### src/rtl/snn_pkg.sv
// Shared types and default sizing for the SNN inference controller and its datapath.
package snn_pkg;

  localparam int unsigned SNN_NUM_CLASSES  = 10;
  localparam int unsigned SNN_COUNT_W      = 6;
  localparam int unsigned SNN_SEL_W        = 4;
  localparam int unsigned SNN_WINDOW_W     = 8;
  localparam int unsigned SNN_CLEAR_CYCLES = 2;

  typedef enum logic [2:0] {
    ST_IDLE   = 3'd0,
    ST_CLEAR  = 3'd1,
    ST_RUN    = 3'd2,
    ST_SCAN   = 3'd3,
    ST_RESULT = 3'd4
  } snn_state_e;

endpackage

### src/rtl/snn_inference_ctrl_if.sv
// Result valid/ready channel from the inference controller to its consumer.
interface snn_inference_ctrl_if
  import snn_pkg::*;
#(
  parameter int unsigned COUNT_W = SNN_COUNT_W,
  parameter int unsigned SEL_W   = SNN_SEL_W
);

  logic               result_valid_o;
  logic               result_ready_i;
  logic [SEL_W-1:0]   result_class_o;
  logic [COUNT_W-1:0] result_count_o;
  logic               result_tie_o;

  modport master (
    output result_valid_o, result_class_o, result_count_o, result_tie_o,
    input  result_ready_i
  );

  modport slave (
    input  result_valid_o, result_class_o, result_count_o, result_tie_o,
    output result_ready_i
  );

endinterface

### src/rtl/snn_argmax_seq.sv
// Sequential argmax over (index, count) samples; lowest index wins ties, result held until next done.
module snn_argmax_seq
  import snn_pkg::*;
#(
  parameter int unsigned COUNT_W = SNN_COUNT_W,
  parameter int unsigned SEL_W   = SNN_SEL_W
) (
  input  logic               clk_i,
  input  logic               rst_i,
  input  logic               start_i,
  input  logic               step_i,
  input  logic               done_i,
  input  logic [SEL_W-1:0]   idx_i,
  input  logic [COUNT_W-1:0] cnt_i,
  output logic [SEL_W-1:0]   best_idx_o,
  output logic [COUNT_W-1:0] best_cnt_o,
  output logic               tie_o
);

  logic [SEL_W-1:0]   run_idx_q, run_idx_d;
  logic [COUNT_W-1:0] run_cnt_q, run_cnt_d;
  logic               run_tie_q, run_tie_d;

  // Running max including the current sample; start seeds it with the first sample.
  always_comb begin
    run_idx_d = run_idx_q;
    run_cnt_d = run_cnt_q;
    run_tie_d = run_tie_q;
    if (start_i) begin
      run_idx_d = idx_i;
      run_cnt_d = cnt_i;
      run_tie_d = 1'b0;
    end else if (step_i) begin
      if (cnt_i > run_cnt_q) begin
        run_idx_d = idx_i;
        run_cnt_d = cnt_i;
        run_tie_d = 1'b0;
      end else if (cnt_i == run_cnt_q) begin
        run_tie_d = 1'b1;
      end
    end
  end

  always_ff @(posedge clk_i or posedge rst_i) begin
    if (rst_i) begin
      run_idx_q  <= '0;
      run_cnt_q  <= '0;
      run_tie_q  <= 1'b0;
      best_idx_o <= '0;
      best_cnt_o <= '0;
      tie_o      <= 1'b0;
    end else begin
      run_idx_q <= run_idx_d;
      run_cnt_q <= run_cnt_d;
      run_tie_q <= run_tie_d;
      if (done_i) begin
        best_idx_o <= run_idx_d;
        best_cnt_o <= run_cnt_d;
        tie_o      <= run_tie_d;
      end
    end
  end

endmodule

### src/rtl/snn_inference_ctrl.sv
// Sequences one SNN inference: clear, timestep window, counter scan with argmax, result handshake.
// Optional completed-inference counter enabled by defining SNN_CTRL_PERF_CNT_EN.
module snn_inference_ctrl
  import snn_pkg::*;
#(
  parameter int unsigned NUM_CLASSES  = SNN_NUM_CLASSES,
  parameter int unsigned COUNT_W      = SNN_COUNT_W,
  parameter int unsigned WINDOW_W     = SNN_WINDOW_W,
  parameter int unsigned SEL_W        = SNN_SEL_W,
  parameter int unsigned CLEAR_CYCLES = SNN_CLEAR_CYCLES
) (
  input  logic                clk_i,
  input  logic                rst_i,
  input  logic                start_i,
  input  logic [WINDOW_W-1:0] window_len_i,
  output logic                busy_o,
  output logic                net_clear_o,
  output logic                net_en_o,
  output logic [SEL_W-1:0]    cnt_sel_o,
  input  logic [COUNT_W-1:0]  cnt_data_i,
  snn_inference_ctrl_if.master res_if,
  output logic [15:0]         infer_cnt_o
);

  localparam int unsigned CLR_W = (CLEAR_CYCLES > 1) ? $clog2(CLEAR_CYCLES) : 1;

  snn_state_e          state_q;
  logic [WINDOW_W-1:0] win_q;
  logic [WINDOW_W-1:0] run_cnt_q;
  logic [CLR_W-1:0]    clr_cnt_q;
  logic                busy_q;
  logic                clear_q;
  logic                en_q;
  logic [SEL_W-1:0]    sel_q;
  logic                valid_q;

  logic scan_c;
  logic scan_first_c;
  logic scan_last_c;
  logic handshake_c;

  assign scan_c       = (state_q == ST_SCAN);
  assign scan_first_c = scan_c && (sel_q == '0);
  assign scan_last_c  = scan_c && (sel_q == SEL_W'(NUM_CLASSES - 1));
  assign handshake_c  = (state_q == ST_RESULT) && valid_q && res_if.result_ready_i;

  // Control FSM; RUN ends with one drain cycle (en_q low) before SCAN.
  always_ff @(posedge clk_i or posedge rst_i) begin
    if (rst_i) begin
      state_q   <= ST_IDLE;
      win_q     <= '0;
      run_cnt_q <= '0;
      clr_cnt_q <= '0;
      busy_q    <= 1'b0;
      clear_q   <= 1'b0;
      en_q      <= 1'b0;
      sel_q     <= '0;
      valid_q   <= 1'b0;
    end else begin
      case (state_q)
        ST_IDLE: begin
          if (start_i) begin
            win_q     <= window_len_i;
            clr_cnt_q <= CLR_W'(CLEAR_CYCLES - 1);
            clear_q   <= 1'b1;
            busy_q    <= 1'b1;
            state_q   <= ST_CLEAR;
          end
        end
        ST_CLEAR: begin
          if (clr_cnt_q == '0) begin
            clear_q <= 1'b0;
            if (win_q == '0) begin
              state_q <= ST_SCAN;
            end else begin
              run_cnt_q <= win_q;
              en_q      <= 1'b1;
              state_q   <= ST_RUN;
            end
          end else begin
            clr_cnt_q <= clr_cnt_q - CLR_W'(1);
          end
        end
        ST_RUN: begin
          if (en_q) begin
            run_cnt_q <= run_cnt_q - WINDOW_W'(1);
            if (run_cnt_q == WINDOW_W'(1)) begin
              en_q <= 1'b0;
            end
          end else begin
            state_q <= ST_SCAN;
          end
        end
        ST_SCAN: begin
          if (scan_last_c) begin
            sel_q   <= '0;
            valid_q <= 1'b1;
            state_q <= ST_RESULT;
          end else begin
            sel_q <= sel_q + SEL_W'(1);
          end
        end
        ST_RESULT: begin
          if (handshake_c) begin
            valid_q <= 1'b0;
            busy_q  <= 1'b0;
            state_q <= ST_IDLE;
          end
        end
        default: begin
          state_q <= ST_IDLE;
        end
      endcase
    end
  end

  snn_argmax_seq #(
    .COUNT_W (COUNT_W),
    .SEL_W   (SEL_W)
  ) u_argmax (
    .clk_i      (clk_i),
    .rst_i      (rst_i),
    .start_i    (scan_first_c),
    .step_i     (scan_c),
    .done_i     (scan_last_c),
    .idx_i      (sel_q),
    .cnt_i      (cnt_data_i),
    .best_idx_o (res_if.result_class_o),
    .best_cnt_o (res_if.result_count_o),
    .tie_o      (res_if.result_tie_o)
  );

`ifdef SNN_CTRL_PERF_CNT_EN
  logic [15:0] infer_q;

  // Saturating count of completed result handshakes.
  always_ff @(posedge clk_i or posedge rst_i) begin
    if (rst_i) begin
      infer_q <= '0;
    end else if (handshake_c && (infer_q != 16'hFFFF)) begin
      infer_q <= infer_q + 16'd1;
    end
  end

  assign infer_cnt_o = infer_q;
`else
  assign infer_cnt_o = 16'h0000;
`endif

  assign busy_o                = busy_q;
  assign net_clear_o           = clear_q;
  assign net_en_o              = en_q;
  assign cnt_sel_o             = sel_q;
  assign res_if.result_valid_o = valid_q;

endmodule

### src/flat_wrapper.sv
// flat-port wrapper written by rule: the top's interface ports become plain ports
module snn_inference_ctrl_flat import snn_pkg::*;
#(
  parameter int unsigned NUM_CLASSES  = SNN_NUM_CLASSES,
  parameter int unsigned COUNT_W      = SNN_COUNT_W,
  parameter int unsigned WINDOW_W     = SNN_WINDOW_W,
  parameter int unsigned SEL_W        = SNN_SEL_W,
  parameter int unsigned CLEAR_CYCLES = SNN_CLEAR_CYCLES
)
  (clk_i, rst_i, start_i, window_len_i, busy_o, net_clear_o, net_en_o, cnt_sel_o, cnt_data_i, infer_cnt_o, res_if_result_valid_o, res_if_result_class_o, res_if_result_count_o, res_if_result_tie_o, res_if_result_ready_i);
  snn_inference_ctrl_if #(.COUNT_W(COUNT_W), .SEL_W(SEL_W)) res_if_i ();
  input  logic clk_i;
  input  logic rst_i;
  input  logic start_i;
  input  logic [WINDOW_W-1:0] window_len_i;
  output logic busy_o;
  output logic net_clear_o;
  output logic net_en_o;
  output logic [SEL_W-1:0] cnt_sel_o;
  input  logic [COUNT_W-1:0] cnt_data_i;
  output logic [15:0] infer_cnt_o;
  output wire logic [$bits(res_if_i.result_valid_o)-1:0] res_if_result_valid_o;
  output wire logic [$bits(res_if_i.result_class_o)-1:0] res_if_result_class_o;
  output wire logic [$bits(res_if_i.result_count_o)-1:0] res_if_result_count_o;
  output wire logic [$bits(res_if_i.result_tie_o)-1:0] res_if_result_tie_o;
  input wire logic [$bits(res_if_i.result_ready_i)-1:0] res_if_result_ready_i;
  assign res_if_result_valid_o = res_if_i.result_valid_o;
  assign res_if_result_class_o = res_if_i.result_class_o;
  assign res_if_result_count_o = res_if_i.result_count_o;
  assign res_if_result_tie_o = res_if_i.result_tie_o;
  assign res_if_i.result_ready_i = res_if_result_ready_i;
  snn_inference_ctrl #(.NUM_CLASSES(NUM_CLASSES), .COUNT_W(COUNT_W), .WINDOW_W(WINDOW_W), .SEL_W(SEL_W), .CLEAR_CYCLES(CLEAR_CYCLES)) u_core (.clk_i(clk_i), .rst_i(rst_i), .start_i(start_i), .window_len_i(window_len_i), .busy_o(busy_o), .net_clear_o(net_clear_o), .net_en_o(net_en_o), .cnt_sel_o(cnt_sel_o), .cnt_data_i(cnt_data_i), .res_if(res_if_i), .infer_cnt_o(infer_cnt_o));
endmodule
### config.mk
export PLATFORM = sky130hd
export DESIGN_NAME = snn_inference_ctrl_flat
export DESIGN_NICKNAME = d
export VERILOG_FILES = /design/src/rtl/snn_pkg.sv /design/src/rtl/snn_inference_ctrl_if.sv /design/src/rtl/snn_argmax_seq.sv /design/src/rtl/snn_inference_ctrl.sv /design/src/flat_wrapper.sv
export SDC_FILE = /design/constraint.sdc
export NUM_CORES = 1
export LEC_CHECK = 0
export CORE_MARGIN = 8
export CORE_UTILIZATION = 57
export DETAILED_ROUTE_END_ITERATION = 8
export DONT_BUFFER_PORTS = 1
export GPL_ROUTABILITY_DRIVEN = 1
export PLACE_DENSITY_LB_ADDON = 0.25
export SYNTH_ARGS = -nofsm -noshare
export SYNTH_HDL_FRONTEND = slang
export SYNTH_SLANG_ARGS = --single-unit
### constraint.sdc
create_clock -name clk_i -period 2.3 [get_ports clk_i]
set_clock_uncertainty 0.15 [all_clocks]
set_input_delay 0.345 -clock clk_i [delete_from_list [all_inputs] [get_ports clk_i]]
set_output_delay 0.345 -clock clk_i [all_outputs]
set_load 0.01 [all_outputs]
Yosys cells after proc, flatten, opt, wreduce, memory -nomap -nowiden
Index checks and enable logic that the tools add are counted.

word-level totals
  flip-flop bits (word level) = 50
  bits of input ports = 18
  output and inout port bits = 35
  word-level logic and storage cells = 88

operators by class
  add/subtract/negate cells = 3
  $lt $le $gt $ge = 1
  equality and inequality tests = 14
  multiplexer cells = 36
  reductions and logical operators = 19

operators by type and width
  kind                 number
  $mux 8               3
  $mux 6               3
  $mux 4               4
  $pmux 8 s2           1
  $mux 3               5
  $pmux 3 s5           1
  $mux 1               14
  $reduce_and 3->1     4
  $ne 2x2->1 const B   5
  $pmux 1 s2           5
  $eq 8x1->1 const B   1
  $logic_not 8->1      1
  $reduce_bool 2->1    4
  $sub 8x1->8 const B  1
  $eq 3x2->1 const B   2
  $eq 6x6->1           1
  $gt 6x6->1           1
  $reduce_and 5->1     1
  $add 4x1->4 const B  1
  $eq 4x4->1 const B   1
  $logic_and 1x1->1    4
  $logic_not 4->1      1
  $ne 2x1->1 const B   2
  $reduce_and 2->1     2
  5 further kinds      5

Logic depth before layout (Yosys ltp)
  depth after elaboration = 5
  gate-level depth with buffers = 8
  mapped depth without buffers = 7

Cells and area by module
Synthesis repeated with hierarchy kept, for this count alone.

unflattened totals
  cell total of the unflattened synthesis = 297
  area, all modules = 2916.5 µm²

by module, submodules not included
  module              instances  cells an instance  area each (µm²)
  snn_inference_ctrl  1          173                1679.1
  snn_argmax_seq      1          124                1237.4

Worst setup path after synthesis
No wires, ideal clock.

  path kind = register to register
  start = register u_core.u_argmax.run_cnt_q[1]
  end = register u_core.u_argmax.run_cnt_q[0]
  library setup time = 0.125 ns
  arrival time = 1.879 ns
  data required time = 2.025 ns
  slack = 0.147 ns
  stages on the path, launching flop included = 9
  cell sequence = dfrtp_1 inv_1 ha_1 nor2b_1 o21bai_1 a31oi_4 o21ai_1 buf_2 mux2_2

on the way
  longest elaborated chain between the ends = 4

ends and longest elaborated chain
  element                                 RTL line              source
  start: declaration                      snn_argmax_seq.sv:21  logic [COUNT_W-1:0] run_cnt_q, run_cnt_d;
  start signal: assignment                snn_argmax_seq.sv:54  run_cnt_q <= run_cnt_d;
  $gt 6x6->1                              snn_argmax_seq.sv:34  if (cnt_i > run_cnt_q) begin
  $mux 6                                  snn_argmax_seq.sv:34
  $mux 6                                  snn_argmax_seq.sv:33  end else if (step_i) begin
  $mux 6                                  snn_argmax_seq.sv:29  if (start_i) begin
  named net u_core.u_argmax.run_cnt_d[0]  snn_argmax_seq.sv:21

The timed path passes the listed nets, and every way through them passes these cells.
A chain may end at the register's enable or synchronous reset.

Final worst setup path
  start = register u_core.u_argmax.run_cnt_q[5]
  end = register u_core.u_argmax.run_cnt_q[5]

on the way
  longest elaborated chain between the ends = 4

ends and longest elaborated chain
  element                                 RTL line
  $gt 6x6->1                              snn_argmax_seq.sv:34
  $mux 6                                  snn_argmax_seq.sv:34
  $mux 6 *                                snn_argmax_seq.sv:33
  $mux 6 *                                snn_argmax_seq.sv:29
  named net u_core.u_argmax.run_cnt_d[5]  snn_argmax_seq.sv:21

Mark *: on every way through the listed nets, which the timed path passes. The rest lies on a longest branch.

==> out/results.env <==
RUN_STATUS='finished, final reports clean'
CRITPATHLAUNCHTYPE='flip-flop'
POST_SYNTH.CELL_AREA_AVG_SQ_UM=9.78
PLACEABLECOREAREA_SQ_UM=4690
DOMINANT_CELL_BY_COUNT_IN_THE_SYNTHESIZED_NETLIST='sky130_fd_sc_hd__dfrtp_1'
SYNTH_AREA_LEADERS='sky130_fd_sc_hd__dfrtp_1 46%, sky130_fd_sc_hd__mux2_2 7.4%, sky130_fd_sc_hd__ha_1 5.0%'
SETUP_VIOLATIONS=0
DP.FINAL_HPWL_UM=4350
INITIAL_UTILIZATION_PCT=58.3
REG_CLK_SLEW_REPORTED_PATHS_NS=0.09
SLEW_VIOLATIONS=0
PORT-BUFFER-COUNT=0
FINAL-HOLD-VIOLATION-COUNT=0
CLOCK_PATH_BUFFERS=2
TIMING.CRITICAL_PATH.CELLS='inv_1 -> ha_1 -> nand4_1 -> nor2_2 -> a31oi_4 -> o21ai_1 -> buf_4 -> mux2_2'
SYNTHARSTFLOPSHARE_PCT=100
MAXIMUM_NUMBER_OF_PINS_ON_ONE_NET_BEFORE_GLOBAL_ROUTE_REPAIR=21
HOLD_END='u_core.u_argmax.best_cnt_o[4]$_DFFE_PP0N_'
SYNTH.DISTINCT_CELLS=49
SYNTH_TOP_AREA_SHARE_PCT=45.7
SYNTH_EDF_COUNT=0
DETAILEDPLACE.WORSTSLACK_NS=0.147
MIN_PERIOD_OVER_PERIOD_PCT=94.4
DETAIL_ROUTE.VIAS_PER_CELL=5.94
AREA_GROWTH_SYN_TO_LAYOUT_PCT=8.23
GLOBAL_ROUTE_WIRE_LENGTH_BEFORE_REPAIR_UM=9860
CPPEAKSTAGEDELAY_NS=0.36
ROOT_BUFFER='sky130_fd_sc_hd__clkbuf_8'
POSTSYNTHREGISTERBITS=50
GP_ROUTABILITY_CONGESTION=0.835
CRITPATHMAXFANOUT=7
PLACEMENT.CELL_AREA_SQ_UM=2830
DRC=0
FF2FF_PATH_DEPTH=8
FIRST_GLOBAL_VIAS=2021
DETAIL-ROUTE-ANTENNA-NETS=0
HOLD_START='cnt_data_i[4]'
FIN_UTIL_PCT=63.1
NUM_ANTENNA_CELLS=0
CELLLEAKAGEPOWER_uW=0.00131
WORST_SKEW_PAIR.LATE_LATENCY_NS=0.30
SYNTH_AREA_SQ_UM=2740
WORST-R2R-SETUP-SLACK_NS=0.13
DRT-WIRELENGTH-PER-CELL_UM=16.9
FIRST_ITER_VIOLATIONS=101
ROWS=25
DATA_ARRIVAL_TIME_OF_THE_WORST_PATH_NS=2.21
END_KIND='flip-flop'
CRITICAL_PATH.SLOWEST_CELL='sky130_fd_sc_hd__dfrtp_1'
VIA_COUNT=2078
R2R-END='u_core.u_argmax.run_cnt_q[5]$_DFF_PP0_'
YOSYS_MOST_USED_DFF='sky130_fd_sc_hd__dfrtp_1'
POWER_DENSITY_nW_PER_UM2=1510
TOTALWIRELENGTH_UM=5930
SUM_NEG_SETUP_SLACK_NS=0
FINAL.MIN_CLOCK_PERIOD_NS=2.17
CLOCK-SINKS=50
GR-USAGE-ALL-LAYERS_PCT=16.7
CLOCK_TREE.HTREE_LEVEL_COUNT=2
POST_CTS_SETUP_REPAIR_BUFFER_COUNT=0
YS_WARN_COUNT=0
CAP_VIOLATIONS=0
FINALWORSTSETUPSLACK_NS=0.128
TIMING_WORST_SETUP_PATH_TYPE='flip-flop to flip-flop'
SYN_INST=280
SYNTH_LARGEST_AREA_CELL='sky130_fd_sc_hd__dfrtp_1'
DIE-AREA_SQ_UM=7280
STDCELL_AREA_SQ_UM=2960
NUMBER_OF_FILL_CELLS=404
GRT_ANTENNA_BEFORE_REPAIR=0
FP.DIEW_UM=85.3
MAXIMUM_VDD_DROP_mV=0.729
HOLD_WS_NS=0.0341
HOLD_PATH_CLASS='primary input to flip-flop'
SHARE_OF_CELLS_ABOVE_DRIVE_STRENGTH_1_PCT=19.3
TIMING.CRITICAL_PATH.REQUIRED_NS=2.34
CTS_MADE_BUFFERS=5
MIN_PATH_CELLS=2
TIMING.FMAX_MHz=460
RSZ0062_AT_GRT='false'
R2R_START='u_core.u_argmax.run_cnt_q[5]$_DFF_PP0_'
SYNTH_SEQUENTIAL_AREA_RATIO_PCT=45.7
GLOBALROUTE.TOTALOVERFLOW=0
CTS_TREE='done'
SYNTH.CELLS.MOST_FREQUENT='50 x sky130_fd_sc_hd__dfrtp_1, 29 x sky130_fd_sc_hd__nor2_1, 23 x sky130_fd_sc_hd__a21oi_1, 23 x sky130_fd_sc_hd__nand2_1'
DRT_FIRST_PASS_ITERS=4
TOP_LEVEL_PORTS=53
DESIGN.FINAL.NETS=324
DIEHEIGHT_UM=85.3
-- through the flow --
step                power (uW)  std cells
floorplan                 3260        295
global placement          3770        341
detailed placement        3840        341
CTS                       4470        350
global route              4820        350
finish                    4460        350
-- layout by cell type, fill, tap and decap left out, types with 4 or more instances in the layout --
cell                        n
sky130_fd_sc_hd__ha_1      11
sky130_fd_sc_hd__nor2_1    28
sky130_fd_sc_hd__clkbuf_8   5
sky130_fd_sc_hd__o21ai_0   18
sky130_fd_sc_hd__dfrtp_1   50
sky130_fd_sc_hd__a31oi_1    8
sky130_fd_sc_hd__a21oi_1   23
sky130_fd_sc_hd__nand2_1   23
sky130_fd_sc_hd__buf_4     18
sky130_fd_sc_hd__a21o_1     4
sky130_fd_sc_hd__conb_1    16
sky130_fd_sc_hd__nand3_1    6
sky130_fd_sc_hd__mux2_2    18
sky130_fd_sc_hd__inv_1     10
-- cells by family after synthesis --
| logic type | after synthesis | synth area share, % |
|---|---|---|
| AO/OA/AOI/OAI | 77 | 17.7 |
| adder cells (fa/ha/maj) | 11 | 5.03 |
| buffers and inverters | 37 | 7.50 |
| flip-flops | 50 | 45.7 |
| multiplexers | 19 | 8.23 |
| other | 1 | 0.137 |
| AND/OR/NAND/NOR | 85 | 15.7 |
-- where the power goes --
group	switching [uW]	internal, uW	leakage (uW)
Combinational	1130	955	0.000674
Sequential	437	1320	0.000589
Clock	292	324	0.0000504
Total	1860	2600	0.00131
-- timing repair --
item,CTS,global route
setup endpoints to repair,0,6
hold buffers,1,0
endpoints found under the hold margin,14,0
gates resized for setup,0,2
-- flip-flops by register name, indices dropped and copies added (netlist names), 3 cells and up --
name / flops
u_core.cnt_sel_o: 4
u_core.run_cnt_q: 8
u_core.u_argmax.best_idx_o: 4
u_core.state_q: 3
u_core.u_argmax.best_cnt_o: 6
u_core.u_argmax.run_idx_q: 4
u_core.u_argmax.run_cnt_q: 6
u_core.win_q: 8
-- per-layer routing --
layer / global-route usage, % / vias to the layer above / wire, um
met5: 0 / - / 0
met1: 22.2 / 998 / 2740
met3: 5.89 / 8 / 489
met4: 5.25 / 0 / 77
li1: - / 998 / -
met2: 24.7 / 74 / 2620
-- final cells by class --
class	instances	area (sq um)	area share (%)
well taps	54	67.6	2.28
clock inverters	3	45.0	1.52
inverters	11	41.3	1.39
flip-flops and latches	50	1250	42.2
multi-input cells	208	1340	45.4
clock buffers	5	68.8	2.32
repair buffers	19	145	4.90
-- worst max-delay path: cells and delay by family (launching register included) --
kind / cells / cell delay, ns
AO/OA/AOI/OAI: 2 / 0.22
flip-flops: 1 / 0.36
buffers and inverters: 2 / 0.24
multiplexers: 1 / 0.34
adder cells (fa/ha/maj): 1 / 0.31
AND/OR/NAND/NOR: 2 / 0.45
-- worst max path at each step --
| stage | from | to | slack, ns | depth (start not counted) |
|---|---|---|---|---|
| after global routing | u_core.u_argmax.run_cnt_q[5]$_DFF_PP0_ | u_core.u_argmax.run_cnt_q[5]$_DFF_PP0_ | 0.01 | 8 |
| after global placement | u_core.u_argmax.run_cnt_q[1]$_DFF_PP0_ | u_core.u_argmax.run_cnt_q[1]$_DFF_PP0_ | 0.20 | 8 |
| after detailed placement | u_core.u_argmax.run_cnt_q[5]$_DFF_PP0_ | u_core.u_argmax.run_cnt_q[5]$_DFF_PP0_ | 0.15 | 8 |
| after CTS | u_core.u_argmax.run_cnt_q[5]$_DFF_PP0_ | u_core.u_argmax.run_cnt_q[5]$_DFF_PP0_ | 0.12 | 8 |
| final | u_core.u_argmax.run_cnt_q[5]$_DFF_PP0_ | u_core.u_argmax.run_cnt_q[5]$_DFF_PP0_ | 0.13 | 8 |
| after floorplan | u_core.u_argmax.run_cnt_q[1]$_DFF_PP0_ | u_core.u_argmax.run_cnt_q[0]$_DFF_PP0_ | 0.15 | 8 |
Note: power is estimated with default switching activity, not from simulation.
